$ cat config.mk
export PLATFORM = sky130hd
export DESIGN_NAME = bin2bcd_seq
export DESIGN_NICKNAME = d
export VERILOG_FILES = /design/src/rtl/bin2bcd_seq_pkg.sv /design/src/rtl/bin2bcd_seq_dabble_digit.sv /design/src/rtl/bin2bcd_seq.sv
export SDC_FILE = /design/constraint.sdc
export NUM_CORES = 1
export LEC_CHECK = 0
export BUFFER_PORTS_ARGS = -buffer_cell sky130_fd_sc_hd__buf_4
export CAP_MARGIN = 20
export CORE_ASPECT_RATIO = 1.75
export CORE_MARGIN = 1
export CORE_UTILIZATION = 64
export CTS_BUF_LIST = sky130_fd_sc_hd__clkbuf_4
export CTS_CLUSTER_DIAMETER = 120
export DETAILED_ROUTE_END_ITERATION = 8
export GPL_TIMING_DRIVEN = 0
export PLACE_DENSITY = 0.84
export SLEW_MARGIN = 20
export SYNTH_ARGS = -nofsm -noshare
export SYNTH_HDL_FRONTEND = slang
export SYNTH_SLANG_ARGS = --single-unit
$ cat constraint.sdc
create_clock -name clk -period 2.6 [get_ports clk]
set_input_delay 0 -clock clk [delete_from_list [all_inputs] [get_ports clk]]
set_output_delay 0 -clock clk [all_outputs]
set_load 0.05 [all_outputs]
$ cat src/rtl/bin2bcd_seq_pkg.sv
// Shared types and constants for the sequential binary-to-BCD converter.
package bin2bcd_seq_pkg;

  typedef enum logic [0:0] {StIdle, StShift} state_e;

  localparam logic [3:0] BLANK_NIBBLE = 4'hF;

  // Largest value representable in the given number of decimal digits.
  function automatic int unsigned max_val(input int unsigned digits);
    int unsigned v;
    v = 1;
    for (int unsigned i = 0; i < digits; i++) begin
      v = v * 10;
    end
    return v - 1;
  endfunction

  localparam int unsigned MAX_VAL = max_val(4);

endpackage

$ cat src/rtl/bin2bcd_seq_dabble_digit.sv
// Double-dabble digit correction: add 3 to a BCD digit of 5 or more.
module bcd_dabble_digit (
  input  logic [3:0] d_i,
  output logic [3:0] d_o
);

  always_comb begin
    d_o = (d_i >= 4'd5) ? d_i + 4'd3 : d_i;
  end

endmodule

$ cat src/rtl/bin2bcd_seq.sv
// Iterative double-dabble binary-to-BCD converter with a held, registered result,
// optional leading-zero blanking and overflow flagging.
module bin2bcd_seq
  import bin2bcd_seq_pkg::*;
#(
  parameter int unsigned BIN_W    = 14,
  parameter int unsigned DIGITS   = 4,
  parameter bit          BLANK_LZ = 1'b0
) (
  input  logic                clk,
  input  logic                rst_n,
  input  logic                start_i,
  input  logic [BIN_W-1:0]    bin_in_i,
  output logic                busy_o,
  output logic                done_o,
  output logic                ovf_o,
  output logic [4*DIGITS-1:0] bcd_out_o
);

  localparam int unsigned BcdW  = 4 * DIGITS;
  localparam int unsigned SregW = BcdW + BIN_W;
  localparam int unsigned CntW  = $clog2(BIN_W + 1);

  localparam logic [BIN_W-1:0] MaxValW  = BIN_W'(max_val(DIGITS));
  localparam logic [CntW-1:0]  LastIter = CntW'(BIN_W - 1);

  state_e           state_q;
  logic [SregW-1:0] sreg_q, sreg_d;
  logic [CntW-1:0]  cnt_q;
  logic             ovf_pend_q, busy_q, done_q, ovf_q;
  logic [BcdW-1:0]  bcd_q, adj, res, blanked;
  logic             lead;

  for (genvar g = 0; g < DIGITS; g++) begin : g_digit
    bcd_dabble_digit u_digit (
      .d_i(sreg_q[BIN_W + 4*g +: 4]),
      .d_o(adj[4*g +: 4])
    );
  end

  always_comb begin
    sreg_d = {adj, sreg_q[BIN_W-1:0]} << 1;
    res    = sreg_d[SregW-1 -: BcdW];
  end

  // Blank zero digits from the top down until the first nonzero; units digit always shown.
  always_comb begin
    blanked = res;
    lead    = 1'b1;
    if (BLANK_LZ) begin
      for (int i = DIGITS - 1; i > 0; i--) begin
        if (lead && res[4*i +: 4] == 4'd0) begin
          blanked[4*i +: 4] = BLANK_NIBBLE;
        end else begin
          lead = 1'b0;
        end
      end
    end
  end

  always_ff @(posedge clk or negedge rst_n) begin
    if (!rst_n) begin
      state_q    <= StIdle;
      sreg_q     <= '0;
      cnt_q      <= '0;
      ovf_pend_q <= 1'b0;
      busy_q     <= 1'b0;
      done_q     <= 1'b0;
      ovf_q      <= 1'b0;
      bcd_q      <= '0;
    end else begin
      done_q <= 1'b0;
      unique case (state_q)
        StIdle: begin
          if (start_i) begin
            sreg_q     <= {{BcdW{1'b0}}, bin_in_i};
            cnt_q      <= '0;
            busy_q     <= 1'b1;
            ovf_pend_q <= bin_in_i > MaxValW;
            state_q    <= StShift;
          end
        end
        StShift: begin
          sreg_q <= sreg_d;
          cnt_q  <= cnt_q + CntW'(1);
          if (cnt_q == LastIter) begin
            bcd_q   <= ovf_pend_q ? '1 : blanked;
            done_q  <= 1'b1;
            busy_q  <= 1'b0;
            ovf_q   <= ovf_pend_q;
            state_q <= StIdle;
          end
        end
        default: state_q <= StIdle;
      endcase
    end
  end

  assign busy_o    = busy_q;
  assign done_o    = done_q;
  assign ovf_o     = ovf_q;
  assign bcd_out_o = bcd_q;

endmodule

==> metrics.txt, run 1 <==
maximum clock insertion buffer count=2; Net Sw Frac=46.1%; VDD IR max=804 uV; Worst-path clk slew=~0.15 ns; clock power share=9.0%; r2r setup slk=0.92 ns; chip height=87.7 microns; yosys warns=0; status=complete, no violations; P_leak=0.00158 uW; Ports=36; Reg area=roughly 0.0014 sq mm; cell internal pwr=roughly 2300 uW; die area=0.00447 sq mm; largest cells by area after synthesis=dfrtp_1, mux2i_1, ha_1, o21ai_0, nand2b_1; Mapped Avg Cell Area=10.6 sq um; Reg-to-Reg End=bcd_out_o[2]; Synth top area share=51.2%; Net Count, Synth=280; CTS sink count=55; worst min path class=in2async; CTS tree=done; initial antenna violation count=0; crit share post-route=between 60% and 70%; pin count of the biggest net entering global routing=56; global placer's final weighted congestion=between 0.8 and 0.9; Pwr Total=about 4300 uW; commonest non-fill, non-tap cell in the layout=dfrtp_1; Via density=5.78; RSZ-0062 raised after global routing=false; Worst Path Max Fanout=4; post-synthesis sequential area ratio=about 51%; GR Overflow Total=0; total negative slack=0 ns; WHS=0.196 ns; Mapped Cells=253; first-pass GRT wire length=between 10000 and 15000 microns; kind of critical path=reg2reg; Final Critical Period=about 1.7 ns; FF-to-FF Start=sreg_q[14]; Max-cap violations=0; Worst R2R Path Depth=6; Final HPWL DP=4030 microns; Switch Pwr=roughly 2000 uW; normalized max-slew margin=54.5%; CTS H-Tree Depth=2; area of the multi-input gates=0.00118 sq mm; Die X=51.0 microns; Core Area=0.00394 sq mm; layout cells sized above 1=between 10% and 20%; Pwr Density=1310 mW/mm^2; Post-CTS Resized=0; Reg power frac=between 30% and 40%; Vias=roughly 2100; startpoint types=flop; NumNets Final=339; PortBufs=35; commonest cells after routing, fill and taps aside=dfrtp_1, buf_4, nand2_1, mux2i_1, o21ai_0; final wirelength=approximately 6000 microns; post-CTS setup buffers=0; Arr. time, crit path=between 1.5 and 2 ns; remaining antenna violation count after routing=0; initial drt markers=58; Critical Path RT=2.90 ns; area grow syn2layout=20.5%; DRC viols=0; clock latency on the worst-skew pair=0.37 ns; synthesized area=approximately 0.0027 sq mm; WL per Instance=between 15 and 20 microns; Initial Utilization=68.2%; vias in the first global route=2151; Slew Limit Fails=0; first-pass detailed-route iteration total=4; Final Hold Vio Count=0; fmax=595 MHz; CTS Root Cell=clkbuf_4; ant diodes=0; leading area contributor after synthesis=dfrtp_1; row cnt=30; Worst-Margin Slew=0.682 ns; Post-synth EDFFs=0; FF+latch count, synth=55; final setup vio count=0; Worst Skew=slightly below 0.009 ns; crit path capture type=flop; fill count=249; dominant synthesized flop cell=dfrtp_1; gr usage total=30.8%; Post-synth ARST share=100%; Num CTS Buffers=5; Synth cell types=32; combinational share of power=approximately 55%
-- cell families after synthesis --
kind of cell             after synthesis  synth area share (%)
AO/OA/AOI/OAI                         65                  15.8
XOR/XNOR                               6                  1.95
adder cells (fa/ha/maj)               10                  4.65
buffers and inverters                 24                  4.75
flip-flops                            55                  51.2
multiplexers                          24                  9.03
AND/OR/NAND/NOR                       69                  12.6
-- worst max path at each step --
| stage | start | end | slack (ns) | depth (start not counted) |
|---|---|---|---|---|
| CTS | sreg_q[14] | bcd_out_o[2] | 0.92 | 6 |
| finish | sreg_q[14] | bcd_out_o[2] | 0.92 | 6 |
| global route | sreg_q[14] | bcd_out_o[2] | 0.82 | 6 |
| detailed placement | sreg_q[14] | bcd_out_o[2] | 0.96 | 6 |
| floorplan | sreg_q[18] | bcd_out_o[6] | 1.14 | 5 |
| global placement | sreg_q[14] | bcd_out_o[2] | 1.03 | 6 |
-- metrics by stage --
| stage | area (sq um) | utilization (%) | instances | setup slack [ns] |
|---|---|---|---|---|
| global placement | 3010 | 76.4 | 336 | 1.03 |
| detailed placement | 3010 | 76.4 | 336 | 0.957 |
| finish | 3240 | 82.2 | 361 | 0.920 |
| floorplan | 2690 | - | 253 | 1.14 |
| CTS | 3240 | 82.2 | 361 | 0.918 |
| global route | 3240 | 82.2 | 361 | 0.823 |
-- cell usage after synthesis (5+ instances only) --
| cell type | count |
|---|---|
| ha_1 | 10 |
| o21ai_0 | 19 |
| nand2_1 | 24 |
| nand2b_1 | 15 |
| inv_1 | 10 |
| dfrtp_1 | 55 |
| a21o_1 | 8 |
| a21oi_1 | 15 |
| o22a_1 | 5 |
| xnor2_1 | 5 |
| nor2_1 | 18 |
| buf_2 | 5 |
| mux2i_1 | 22 |
-- worst max-delay path: stages, from the launching register on --
cell and delay (ns):
dfrtp_1 0.44, inv_1 0.11, ha_1 0.23, nand2b_1 0.11, a21oi_2 0.19, mux2_2 0.37, a21oi_1 0.16
-- power by group through the flow --
stage | logic [uW] | registers (uW) | clock network (uW)
floorplan | 1230 | 1990 | 0
global placement | 2220 | 1530 | 0
detailed placement | 2300 | 1560 | 0
CTS | 2330 | 1540 | 386
global route | 2550 | 1580 | 418
finish | 2330 | 1540 | 384
-- sequential cells by signal (all words and copies together), names as in the netlist --
| signal | flops |
|---|---|
| busy_o | 1 |
| ovf_o | 1 |
| sreg_q | 30 |
| cnt_q | 4 |
| done_o | 1 |
| state_q | 1 |
| bcd_out_o | 16 |
| ovf_pend_q | 1 |
-- timing repair --
item,4_1_cts,5_1_grt
setup endpoints to repair,0,0
endpoints found under the hold margin,71,0
hold buffers,17,0
-- layout make-up --
type / count / share of cell area (%)
Buffer: 13 / 2.63
Clock buffer: 7 / 1.62
Clock inverter: 1 / 0.154
Inverter: 11 / 1.31
Multi-Input combinational cell: 174 / 36.6
Sequential cell: 55 / 42.5
Tap cell: 48 / 1.85
Timing Repair Buffer: 52 / 13.4
-- routing by layer --
metal  GRT usage [%]  routed length [microns]  up-vias
met2            54.8                     3240       65
met4            13.9                      153        0
met1            34.9                     2360     1016
met5               0                        0        -
met3            5.73                      225       13
li1                -                        -      992
Power figures use the tool's default switching activity.
==> inputs of run 2 (changes only) <==
- ABC_AREA: unset -> 1
- CORE_UTILIZATION: 64 -> 60
- PLACE_DENSITY: 0.84 -> 0.79
- clock period: 2.6 -> 1.7 ns (I/O delays scaled with it)
==> run 2 against run 1 <==
Against the previous run: synthesized cell count increased by 33%; worst hold slack lost 0.15 ns; cell area up 4.0%; sequential cell count unchanged; largest cell class unchanged; setup slack got worse by 0.71 ns; largest power group unchanged.
==> metrics.txt, run 2 <==
Ports=36 (unchanged); WL per Instance=13.2 microns (-20%); Synth cell types=24 (-25%); final setup vio count=0 (unchanged); first-pass detailed-route iteration total=4 (unchanged); fin cells=446 (+24%); post-CTS setup buffers=0 (unchanged); Worst Skew=0.00922 ns (+0.000342 ns); Core Util, Final=75.8% (-6.4 points); first-pass GRT wire length=10200 microns (+1.4%); commonest cells after routing, fill and taps aside=nand2_1, dfrtp_1, inv_1, buf_4, nand3_1; gr usage total=28.4% (-2.4 points); NumNets Final=421 (+24%); Arr. time, crit path=1.78 ns (-0.20 ns); Design Area, Final=0.00337 sq mm (+4.0%); final worst setup slack=0.215 ns (-0.705 ns); Post-synth ARST share=100% (unchanged); Worst Path Max Fanout=10 (+6); FF-to-FF Start=cnt_q[1]; crit path buf inv count=4 (+3); slowest stage cell, crit path=dfrtp_1; Post-synth EDFFs=0 (unchanged); Worst-Margin Slew=0.673 ns (-0.00972 ns); Worst path top cell family by delay=flip-flops; Core Area=0.00444 sq mm (+13%); yosys warns=0 (unchanged); top cells by count, synth=nand2_1, dfrtp_1, inv_1; CTS H-Tree Depth=2 (unchanged); CTS sink count=55 (unchanged); Initial Utilization=62.7% (-5.5 points); Vias=2385 (+14%); crit share post-route=87.4% (+23 points); final wirelength=5910 microns (-1.2%); commonest non-fill, non-tap cell in the layout=nand2_1; PortBufs=35 (unchanged); Num CTS Buffers=5 (unchanged); initial antenna violation count=0 (unchanged); VDD IR max=1320 uV (+64%); Post-Place Setup Slack=0.231 ns (-0.726 ns); Top reg by flops=sreg_q; Slew Limit Fails=0 (unchanged); Critical Path RT=1.99 ns (-0.91 ns); placed insts=423 (+26%); chip height=92.2 microns (+5.0%); dominant synthesized flop cell=dfrtp_1; post-synthesis sequential area ratio=49.4% (-1.8 points); Via density=5.35 (-7.5%); Largest register FFs=30 (unchanged); normalized max-slew margin=55.2% (+0.65 points); Hold Startpoint=start_i; Worst-path clk slew=0.15 ns (about the same); clock latency on the worst-skew pair=0.37 ns (about the same); area grow syn2layout=20.9%; CP cell instances=inv_1, ha_1, nand2_4, inv_2, nand2_4, nor2_8, buf_6, nand3_1, nand2_1, inv_1; GR Overflow Total=0 (unchanged); worst min path class=in2reg; Final HPWL DP=4070 microns (+1.0%); fill count=320 (+29%); Net Count, Synth=364 (+30%); FF+latch count, synth=55 (unchanged); die area=0.00493 sq mm (+10%); ant diodes=0 (unchanged); Mapped Avg Cell Area=8.27 sq um (-22%); pin count of the biggest net entering global routing=56 (unchanged); CP Launch Point=cnt_q[1]; CTS tree=done; status=complete, no violations; Final Critical Period=1.48 ns (-0.195 ns); global placer's final weighted congestion=0.824 (+2.8%); Synth top area share=49.4% (-1.8 points); layout cells sized above 1=14.9% (-4.9 points); Die X=53.5 microns (+4.9%); maximum clock insertion buffer count=2 (unchanged); synthesized area=0.00279 sq mm (+3.6%); Pwr Density=1980 mW/mm^2 (+50%); Mapped Cells=337 (+33%); remaining antenna violation count after routing=0 (unchanged); initial drt markers=60 (+3.4%); most frequent cell after synthesis=nand2_1; DRC viols=0 (unchanged); max incr delay on CP=0.43 ns (about the same); Final Hold Vio Count=0 (unchanged); total negative slack=0 ns (unchanged); vias in the first global route=2359 (+9.7%); P_leak=0.00177 uW (+13%); leading area contributor after synthesis=dfrtp_1; RSZ-0062 raised after global routing=false; fmax=673 MHz (+13%); Max-cap violations=0 (unchanged); placed cell areas=0.00311 sq mm (+3.4%); CTS Root Cell=clkbuf_4; startpoint types=flop; kind of critical path=reg2reg; largest cells by area after synthesis=dfrtp_1, nand2_1, inv_1, ha_1, nand3_1; crit path capture type=flop; row cnt=32 (+6.7%)
[run 2: changes by cell type in the layout (fill, tap and decap cells not counted), sizes merged, moves of 8 or more]
cell    change
a21oi      -13
inv        +47
mux2i      -22
o221ai      +8
nand3      +21
a21o        -9
nand2b     -15
nand2      +78
or2        +11
nand4      +10
[run 2: worst paths after layout]
kind                            endpoint  slack, ns  cells past startpoint
min reg2reg                     cnt_q[3]       0.51                      1
min                           ovf_pend_q       0.05                      4
max reg2reg                 bcd_out_o[6]       0.22                     10
max in group asynchronous  bcd_out_o[14]       1.08                      2
min in group asynchronous     sreg_q[24]       0.18                      2
max                         bcd_out_o[6]       0.22                     10
[run 2: stage by stage]
| stage | hold slack, ns | power (uW) |
|---|---|---|
| after floorplan | -0.296 | 4860 |
| after CTS | 0.0222 | 6670 |
| after global routing | 0.0452 | 7230 |
| after global placement | 0.0820 | 5660 |
| after detailed placement | 0.0777 | 5770 |
| final | 0.0460 | 6650 |
[run 2: where the power goes]
part	total (uW)	internal, uW	leakage [uW]	switching [uW]
Combinational	3510	1190	0.00106	2320
Sequential	2280	1900	0.000665	388
Clock	861	457	0.0000514	404
[run 2: repair_timing]
item                                   4_1_cts  5_1_grt
hold buffers                                15        0
endpoints found under the hold margin       70        0
gates resized for setup                      0        0
setup endpoints to repair                    0        0
[run 2: layout make-up]
| type | instances | area, sq um | share of cell area [%] |
|---|---|---|---|
| clock buffers | 5 | 37.5 | 1.11 |
| inverters | 57 | 216 | 6.43 |
| repair buffers | 50 | 413 | 12.3 |
| flip-flops and latches | 55 | 1380 | 40.9 |
| multi-input cells | 216 | 1120 | 33.2 |
| plain buffers | 9 | 76.3 | 2.27 |
| well taps | 51 | 63.8 | 1.89 |
| clock inverters | 3 | 67.6 | 2.01 |
[run 2: metal layers]
layer,wire length (microns),share of wire [%],global-route usage (%)
met5,0,0,0
met4,116,2.0,12.5
met3,182,3.1,4.31
met2,3280,56,51.6
met1,2330,39,30.2
[run 2: tightest hold or removal path, stage by stage]
cell	delay, ns
buf_4	0.09
nand2_1	0.16
nand2_1	0.11
nand2_1	0.05
[run 2: logic make-up (layout without fill, tap and decap cells)]
group | count (synthesis) | after routing | share of synthesized area, %
xor gates and xnor gates | 1 | 1 | 0.314
buffers and inverters | 66 | 124 | 10.5
and+or+nand+nor | 168 | 168 | 26.9
DFF | 55 | 55 | 49.4
adders and majority gates | 10 | 10 | 4.49
AOI/OAI and AO/OA | 37 | 37 | 8.44
